--- src/rtl/spi_pkg.sv ---
// Shared types and constants for the SPI slave: FSM state encoding and legal parameter ranges.
package spi_pkg;

    localparam int unsigned DW_MIN   = 8;
    localparam int unsigned DW_MAX   = 64;
    localparam int unsigned SYNC_MIN = 2;
    localparam int unsigned SYNC_MAX = 3;

    typedef enum logic [1:0] {
        IDLE  = 2'd0,
        LOAD  = 2'd1,
        SHIFT = 2'd2
    } spi_state_e;

endpackage

--- src/rtl/spi_sync.sv ---
// Multi-flop synchronizer for one asynchronous pin, with rise/fall detection
// taken from the last stage against one further delayed copy.
module spi_sync #(
    parameter int unsigned STAGES  = 2,
    parameter logic        RST_VAL = 1'b0
) (
    input  logic clk,
    input  logic rst_n,
    input  logic d_i,
    output logic q_o,
    output logic rise_c,
    output logic fall_c
);

    logic [STAGES-1:0] sync_q;
    logic              dly_q;

    always_ff @(posedge clk or negedge rst_n) begin
        if (!rst_n) begin
            sync_q <= {STAGES{RST_VAL}};
            dly_q  <= RST_VAL;
        end else begin
            sync_q <= {sync_q[STAGES-2:0], d_i};
            dly_q  <= sync_q[STAGES-1];
        end
    end

    assign q_o    = sync_q[STAGES-1];
    assign rise_c =  sync_q[STAGES-1] & ~dly_q;
    assign fall_c = ~sync_q[STAGES-1] &  dly_q;

endmodule

--- src/rtl/spi_slave_mode.sv ---
// SPI slave, all four modes, with valid/ready word streams for RX and TX.
// Define SPI_SLAVE_MODE_ERRCNT_EN to add saturating overrun/underrun counters.
module spi_slave_mode
    import spi_pkg::*;
#(
    parameter int unsigned DW          = 32,
    parameter int unsigned CPOL        = 0,
    parameter int unsigned CPHA        = 0,
    parameter int unsigned MSB_FIRST   = 1,
    parameter int unsigned SYNC_STAGES = 2
) (
    input  logic          clk,
    input  logic          rst_n,
    input  logic          sclk,
    input  logic          mosi,
    input  logic          cs_n,
    output logic          miso,
    output logic [DW-1:0] rx_data,
    output logic          rx_valid,
    input  logic          rx_ready,
    input  logic [DW-1:0] tx_data,
    input  logic          tx_valid,
    output logic          tx_ready,
    output logic          overrun,
    output logic          underrun,
    output logic          busy
`ifdef SPI_SLAVE_MODE_ERRCNT_EN
    ,
    output logic [7:0]    ovr_cnt,
    output logic [7:0]    udr_cnt
`endif
);

    localparam int unsigned   CW   = $clog2(DW);
    localparam logic [CW-1:0] LAST = CW'(DW - 1);

    if (DW < DW_MIN || DW > DW_MAX) begin : g_dw_check
        $error("spi_slave_mode: DW out of legal range");
    end
    if (SYNC_STAGES < SYNC_MIN || SYNC_STAGES > SYNC_MAX) begin : g_sync_check
        $error("spi_slave_mode: SYNC_STAGES out of legal range");
    end

    logic sclk_lvl_unused, sclk_rise, sclk_fall;
    logic mosi_s, mosi_rise_unused, mosi_fall_unused;
    logic cs_s, cs_fall, cs_rise_unused;

    spi_sync #(.STAGES(SYNC_STAGES), .RST_VAL(1'(CPOL))) u_sync_sclk (
        .clk    (clk),
        .rst_n  (rst_n),
        .d_i    (sclk),
        .q_o    (sclk_lvl_unused),
        .rise_c (sclk_rise),
        .fall_c (sclk_fall)
    );

    spi_sync #(.STAGES(SYNC_STAGES), .RST_VAL(1'b0)) u_sync_mosi (
        .clk    (clk),
        .rst_n  (rst_n),
        .d_i    (mosi),
        .q_o    (mosi_s),
        .rise_c (mosi_rise_unused),
        .fall_c (mosi_fall_unused)
    );

    spi_sync #(.STAGES(SYNC_STAGES), .RST_VAL(1'b1)) u_sync_cs (
        .clk    (clk),
        .rst_n  (rst_n),
        .d_i    (cs_n),
        .q_o    (cs_s),
        .rise_c (cs_rise_unused),
        .fall_c (cs_fall)
    );

    // Leading edge leaves the idle level; CPHA picks which edge samples and which shifts.
    logic lead_c, trail_c, sample_c, shift_c;
    assign lead_c   = (CPOL == 0) ? sclk_rise : sclk_fall;
    assign trail_c  = (CPOL == 0) ? sclk_fall : sclk_rise;
    assign sample_c = (CPHA == 0) ? lead_c  : trail_c;
    assign shift_c  = (CPHA == 0) ? trail_c : lead_c;

    spi_state_e    state_q;
    logic [CW-1:0] bit_cnt_q;
    logic [DW-1:0] tx_sh_q, rx_sh_q, hold_q, rx_data_q;
    logic          hold_full_q, tx_ready_q, rx_valid_q;
    logic          miso_q, overrun_q, underrun_q, busy_q;

    function automatic logic out_bit(input logic [DW-1:0] w);
        return (MSB_FIRST != 0) ? w[DW-1] : w[0];
    endfunction

    function automatic logic [DW-1:0] shift_word(input logic [DW-1:0] w);
        return (MSB_FIRST != 0) ? {w[DW-2:0], 1'b0} : {1'b0, w[DW-1:1]};
    endfunction

    logic [DW-1:0] load_word_c, rx_next_c;
    logic          tx_take_c;
    assign load_word_c = hold_full_q ? hold_q : '0;
    assign rx_next_c   = (MSB_FIRST != 0) ? {rx_sh_q[DW-2:0], mosi_s} : {mosi_s, rx_sh_q[DW-1:1]};
    assign tx_take_c   = tx_valid & tx_ready_q;

    always_ff @(posedge clk or negedge rst_n) begin
        if (!rst_n) begin
            state_q     <= IDLE;
            bit_cnt_q   <= '0;
            tx_sh_q     <= '0;
            rx_sh_q     <= '0;
            hold_q      <= '0;
            hold_full_q <= 1'b0;
            tx_ready_q  <= 1'b1;
            rx_data_q   <= '0;
            rx_valid_q  <= 1'b0;
            miso_q      <= 1'b0;
            overrun_q   <= 1'b0;
            underrun_q  <= 1'b0;
            busy_q      <= 1'b0;
        end else begin
            overrun_q  <= 1'b0;
            underrun_q <= 1'b0;
            busy_q     <= ~cs_s;
            if (rx_valid_q && rx_ready) begin
                rx_valid_q <= 1'b0;
            end
            if (tx_take_c) begin
                hold_q      <= tx_data;
                hold_full_q <= 1'b1;
                tx_ready_q  <= 1'b0;
            end
            if (cs_s) begin
                state_q   <= IDLE;
                bit_cnt_q <= '0;
                tx_sh_q   <= '0;
                rx_sh_q   <= '0;
                miso_q    <= 1'b0;
            end else begin
                case (state_q)
                    IDLE: begin
                        if (cs_fall) begin
                            state_q <= LOAD;
                        end
                    end
                    LOAD: begin
                        state_q    <= SHIFT;
                        underrun_q <= ~hold_full_q;
                        // A capture landing in this same clk stays queued for the next word.
                        if (!tx_take_c) begin
                            hold_full_q <= 1'b0;
                            tx_ready_q  <= 1'b1;
                        end
                        if (CPHA == 0) begin
                            miso_q  <= out_bit(load_word_c);
                            tx_sh_q <= shift_word(load_word_c);
                        end else begin
                            tx_sh_q <= load_word_c;
                        end
                    end
                    SHIFT: begin
                        // In CPHA=0 the shift edge after a word's last sample must not disturb
                        // the first bit of the next word, which LOAD already put on miso.
                        if (shift_c && (CPHA != 0 || bit_cnt_q != '0)) begin
                            miso_q  <= out_bit(tx_sh_q);
                            tx_sh_q <= shift_word(tx_sh_q);
                        end
                        if (sample_c) begin
                            rx_sh_q <= rx_next_c;
                            if (bit_cnt_q == LAST) begin
                                bit_cnt_q <= '0;
                                state_q   <= LOAD;
                                if (!rx_valid_q || rx_ready) begin
                                    rx_data_q  <= rx_next_c;
                                    rx_valid_q <= 1'b1;
                                end else begin
                                    overrun_q <= 1'b1;
                                end
                            end else begin
                                bit_cnt_q <= bit_cnt_q + CW'(1);
                            end
                        end
                    end
                    default: state_q <= IDLE;
                endcase
            end
        end
    end

    assign miso     = miso_q;
    assign rx_data  = rx_data_q;
    assign rx_valid = rx_valid_q;
    assign tx_ready = tx_ready_q;
    assign overrun  = overrun_q;
    assign underrun = underrun_q;
    assign busy     = busy_q;

`ifdef SPI_SLAVE_MODE_ERRCNT_EN
    logic [7:0] ovr_cnt_q, udr_cnt_q;

    // Saturating event counters, cleared only by reset.
    always_ff @(posedge clk or negedge rst_n) begin
        if (!rst_n) begin
            ovr_cnt_q <= 8'd0;
            udr_cnt_q <= 8'd0;
        end else begin
            if (overrun_q && ovr_cnt_q != 8'hFF) begin
                ovr_cnt_q <= ovr_cnt_q + 8'd1;
            end
            if (underrun_q && udr_cnt_q != 8'hFF) begin
                udr_cnt_q <= udr_cnt_q + 8'd1;
            end
        end
    end

    assign ovr_cnt = ovr_cnt_q;
    assign udr_cnt = udr_cnt_q;
`endif

endmodule

--- config.mk ---
export PLATFORM = sky130hd
export DESIGN_NAME = spi_slave_mode
export DESIGN_NICKNAME = d
export VERILOG_FILES = /design/src/rtl/spi_pkg.sv /design/src/rtl/spi_sync.sv /design/src/rtl/spi_slave_mode.sv
export SDC_FILE = /design/constraint.sdc
export NUM_CORES = 1
export LEC_CHECK = 0
export BUFFER_PORTS_ARGS = -buffer_cell sky130_fd_sc_hd__buf_2
export CAP_MARGIN = 20
export CORE_MARGIN = 2
export CORE_UTILIZATION = 30
export CTS_BUF_LIST = sky130_fd_sc_hd__clkbuf_16
export DETAILED_ROUTE_END_ITERATION = 10
export PLACE_DENSITY = 0.47
export SLEW_MARGIN = 10
export SYNTH_ARGS = -nofsm -noshare
export SYNTH_HDL_FRONTEND = slang
export SYNTH_SLANG_ARGS = --single-unit
--- constraint.sdc ---
create_clock -name clk -period 2.43 [get_ports clk]
set_input_delay 0.1215 -clock clk [delete_from_list [all_inputs] [get_ports clk]]
set_output_delay 0.1215 -clock clk [all_outputs]
set_load 0.03 [all_outputs]
==> results.yml <==
sta:
  worst_slew_pin_slew_ns: 0.616
  post-route-period-util_pct: 86.9
  slew_headroom_pct: 59.0
  rsz0062_at_grt: "false"
  hold_violations: 0
  fin_worst_skew_ns: 0.00762
  drv_slew: 0
  finalCriticalPeriod_ns: 2.11
  setup_viol: 0
  clock.fmax_mhz: 474
  hold_slack_ns: 0.0870
  tns_ns: 0
critical_path:
  cp-start-kind: "register"
  slowest_stage: "dfrtp_1"
  cp_max_fo: 24
  crit_required_ns: 2.74
  cpMostUsedCell: "ha_1"
  worst-setup-path-type: "register to register"
  r2r_start: "bit_cnt_q[0]"
  critPathArrivalTime_ns: 2.42
  critPathBufInv: 1
  slowest_delay_ns: 0.41
  path_cells: "ha_1 > and3_2 > ha_1 > nand4_4 > buf_12 > mux2_1"
  critPathCaptureType: "register"
  setup.worst_path.start: "bit_cnt_q[0]"
  cp_top_family: "adder cells"
synthesis:
  ys_top_cells_by_area: "dfrtp_1 55%, mux2_4 6.6%, mux2_2 6.3%, nand2_1 6.0%, a21oi_1 5.2%"
  synth_edf_count: 0
  synth_top_area_share_pct: 54.9
  syn-num-nets: 604
  ys.flop_type: "dfrtp_1"
  synth.distinct_cells: 32
  ys_seq_elements: 148
  postSynthCellCount: 558
  synthArstFlopShare_pct: 100
  avgSynthCellArea_um2: 11.8
  synth_seq_area_share_pct: 56.5
  yosysWarnings: 0
  synthTopCellsByCount: "144 x dfrtp_1, 105 x nand2_1, 68 x a21oi_1, 37 x mux2_2, 33 x nand3b_1"
  synthMostInstantiatedCell: "dfrtp_1"
  synth_area_um2: 6570
  yosys.area.top_type: "dfrtp_1"
placement:
  port_buffers: 76
  dp_hpwl_um: 8260
  place_inst: 887
  gp_congestion: 0.702
hold_path:
  hp-start: "rx_ready"
  hp-class: "input pin to register"
routing:
  drt_pass1_iterations: 5
  drtIter0Drc: 182
  via_per_inst: 4.57
  wire_per_inst_um: 14.4
  via_count: 4370
  drc_errors: 0
  routed_wl_um: 13800
  route.antenna.remaining_nets: 0
power:
  p_sw_share_pct: 29.7
  power_density_nw_per_um2: 929
  p_comb_share_pct: 23.9
  max-vdd-ir-drop_mv: 0.376
  internal_power_mw: 5.35
  switchingPower_mw: 2.26
  seq_power_share_pct: 41.8
  clkPwrFrac_pct: 34.3
  total_power_mw: 7.61
  p_leak_nw: 3.85
global_routing:
  antenna_found_initial: 0
  grt_pass1_vias: 4474
  top_usage_layer: "met2"
  grt_util_met2_pct: 19.3
  grt_use_met1_pct: 16.3
  grt_max_degree: 79
  grt_use_met3_pct: 3.88
  grt_first_pass_wirelength_um: 23100
  overflow: 0
  gr-usage-all-layers_pct: 12.4
die:
  die-height_um: 152
  num_rows: 54
  fp.dieW_um: 152
  io_pins: 77
  dieArea_um2: 23100
  core_um2: 21700
  start_util_pct: 30.3
cells_and_area:
  diodes: 0
  drive_gt1_share_pct: 28.8
  syn_to_final_growth_pct: 24.7
  utilization_pct: 37.8
  stdcell_count: 956
  nets: 709
clocking:
  cts_tree: "done"
  clk_pin_slew_worst_paths_ns: 0.07
  post_cts_buffers: 0
  cts_made_buffers: 17
  cts_max_path_buffers: 2
  clk_latency_ns: 0.43
  root_buffer: "clkbuf_16"
  cts_htree_levels: 4
  cts.sinks: 148
  ctsResizeCount: 0
status:
  run_status: "finished clean"
run:
  cap_violations: 0
## area by class of cell
type                    count  area (um2)
repair buffers            125         885
fillers                  2125       13500
multi-input cells         365        2640
clock buffers              17         425
clock inverters            15         161
inverters                   6        22.5
well taps                 280         350
flip-flops and latches    148        3710
## worst register-to-register path: stages, from the launching register on
cell     delay (ns)
dfrtp_1        0.41
ha_1           0.20
and3_2         0.20
ha_1           0.31
nand4_4        0.28
buf_12         0.25
mux2_1         0.33
## final timing paths
kind	end	slack (ns)	cells after the start
worst max-delay path	rx_data[19]	0.32	6
min in group asynchronous	hold_q[25]	0.15	2
worst min-delay path	overrun	0.09	3
max in group asynchronous	tx_ready	1.45	3
worst min register to register	u_sync_mosi.sync_q[1]	0.35	0
worst max register to register	rx_data[19]	0.32	6
## cells in the final DEF, fill, tap and decap left out, types with 2 or more instances in the layout
master,n
a21oi_1,68
buf_12,3
buf_2,75
buf_4,9
clkbuf_16,17
dfrtp_1,144
dfstp_2,3
dlygate4sd3_1,37
ha_1,6
inv_1,6
inv_6,8
inv_8,3
mux2_1,30
mux2_2,37
mux2_4,29
mux2i_1,2
nand2_1,105
nand2b_1,2
nand3_1,2
nand3b_1,33
nor2_1,5
nor2b_1,32
o21ai_0,2
## metrics by stage
step | setup WS (ns) | instance area [um2]
floorplan | 0.490 | 6570
global placement | 0.409 | 7240
detailed placement | 0.321 | 7240
CTS | 0.311 | 8190
global route | 0.222 | 8190
finish | 0.319 | 8190
## flip-flops by register name, indices dropped and copies added, names as in the netlist, 2 cells and up
register and flops:
bit_cnt_q 5, hold_q 32, rx_data 32, rx_sh_q 31, state_q 2, tx_sh_q 31, u_sync_cs.sync_q 2, u_sync_mosi.sync_q 2
u_sync_sclk.sync_q 2
## cell families after synthesis
family / synth area share (%)
fa+ha+maj: 1.33
mux: 18.4
buf+inv: 3.43
compound gates: 5.73
simple gates: 14.6
flops: 56.5
## power groups by stage
stage / clock, mW / sequential [mW] / combinational, mW
2_1_floorplan: 0 / 3.15 / 1.45
3_3_place_gp: 0 / 3.22 / 1.77
3_5_place_dp: 0 / 3.23 / 1.79
4_1_cts: 2.70 / 3.19 / 1.86
5_1_grt: 2.81 / 3.26 / 2.01
6_report: 2.61 / 3.18 / 1.82
## timing repair
action / in CTS / in global routing
endpoints found under the hold margin: 70 / 0
hold buffers: 37 / 0
endpoints found under the setup margin: 0 / 0
## per-layer routing
layer | part of all wire, % | vias to the layer above
met5 | 0 | -
met4 | 1.5 | 0
met3 | 4.4 | 19
met2 | 46 | 74
met1 | 48 | 2178
li1 | - | 2099
No activity file was read; power rests on OpenSTA's default activity.
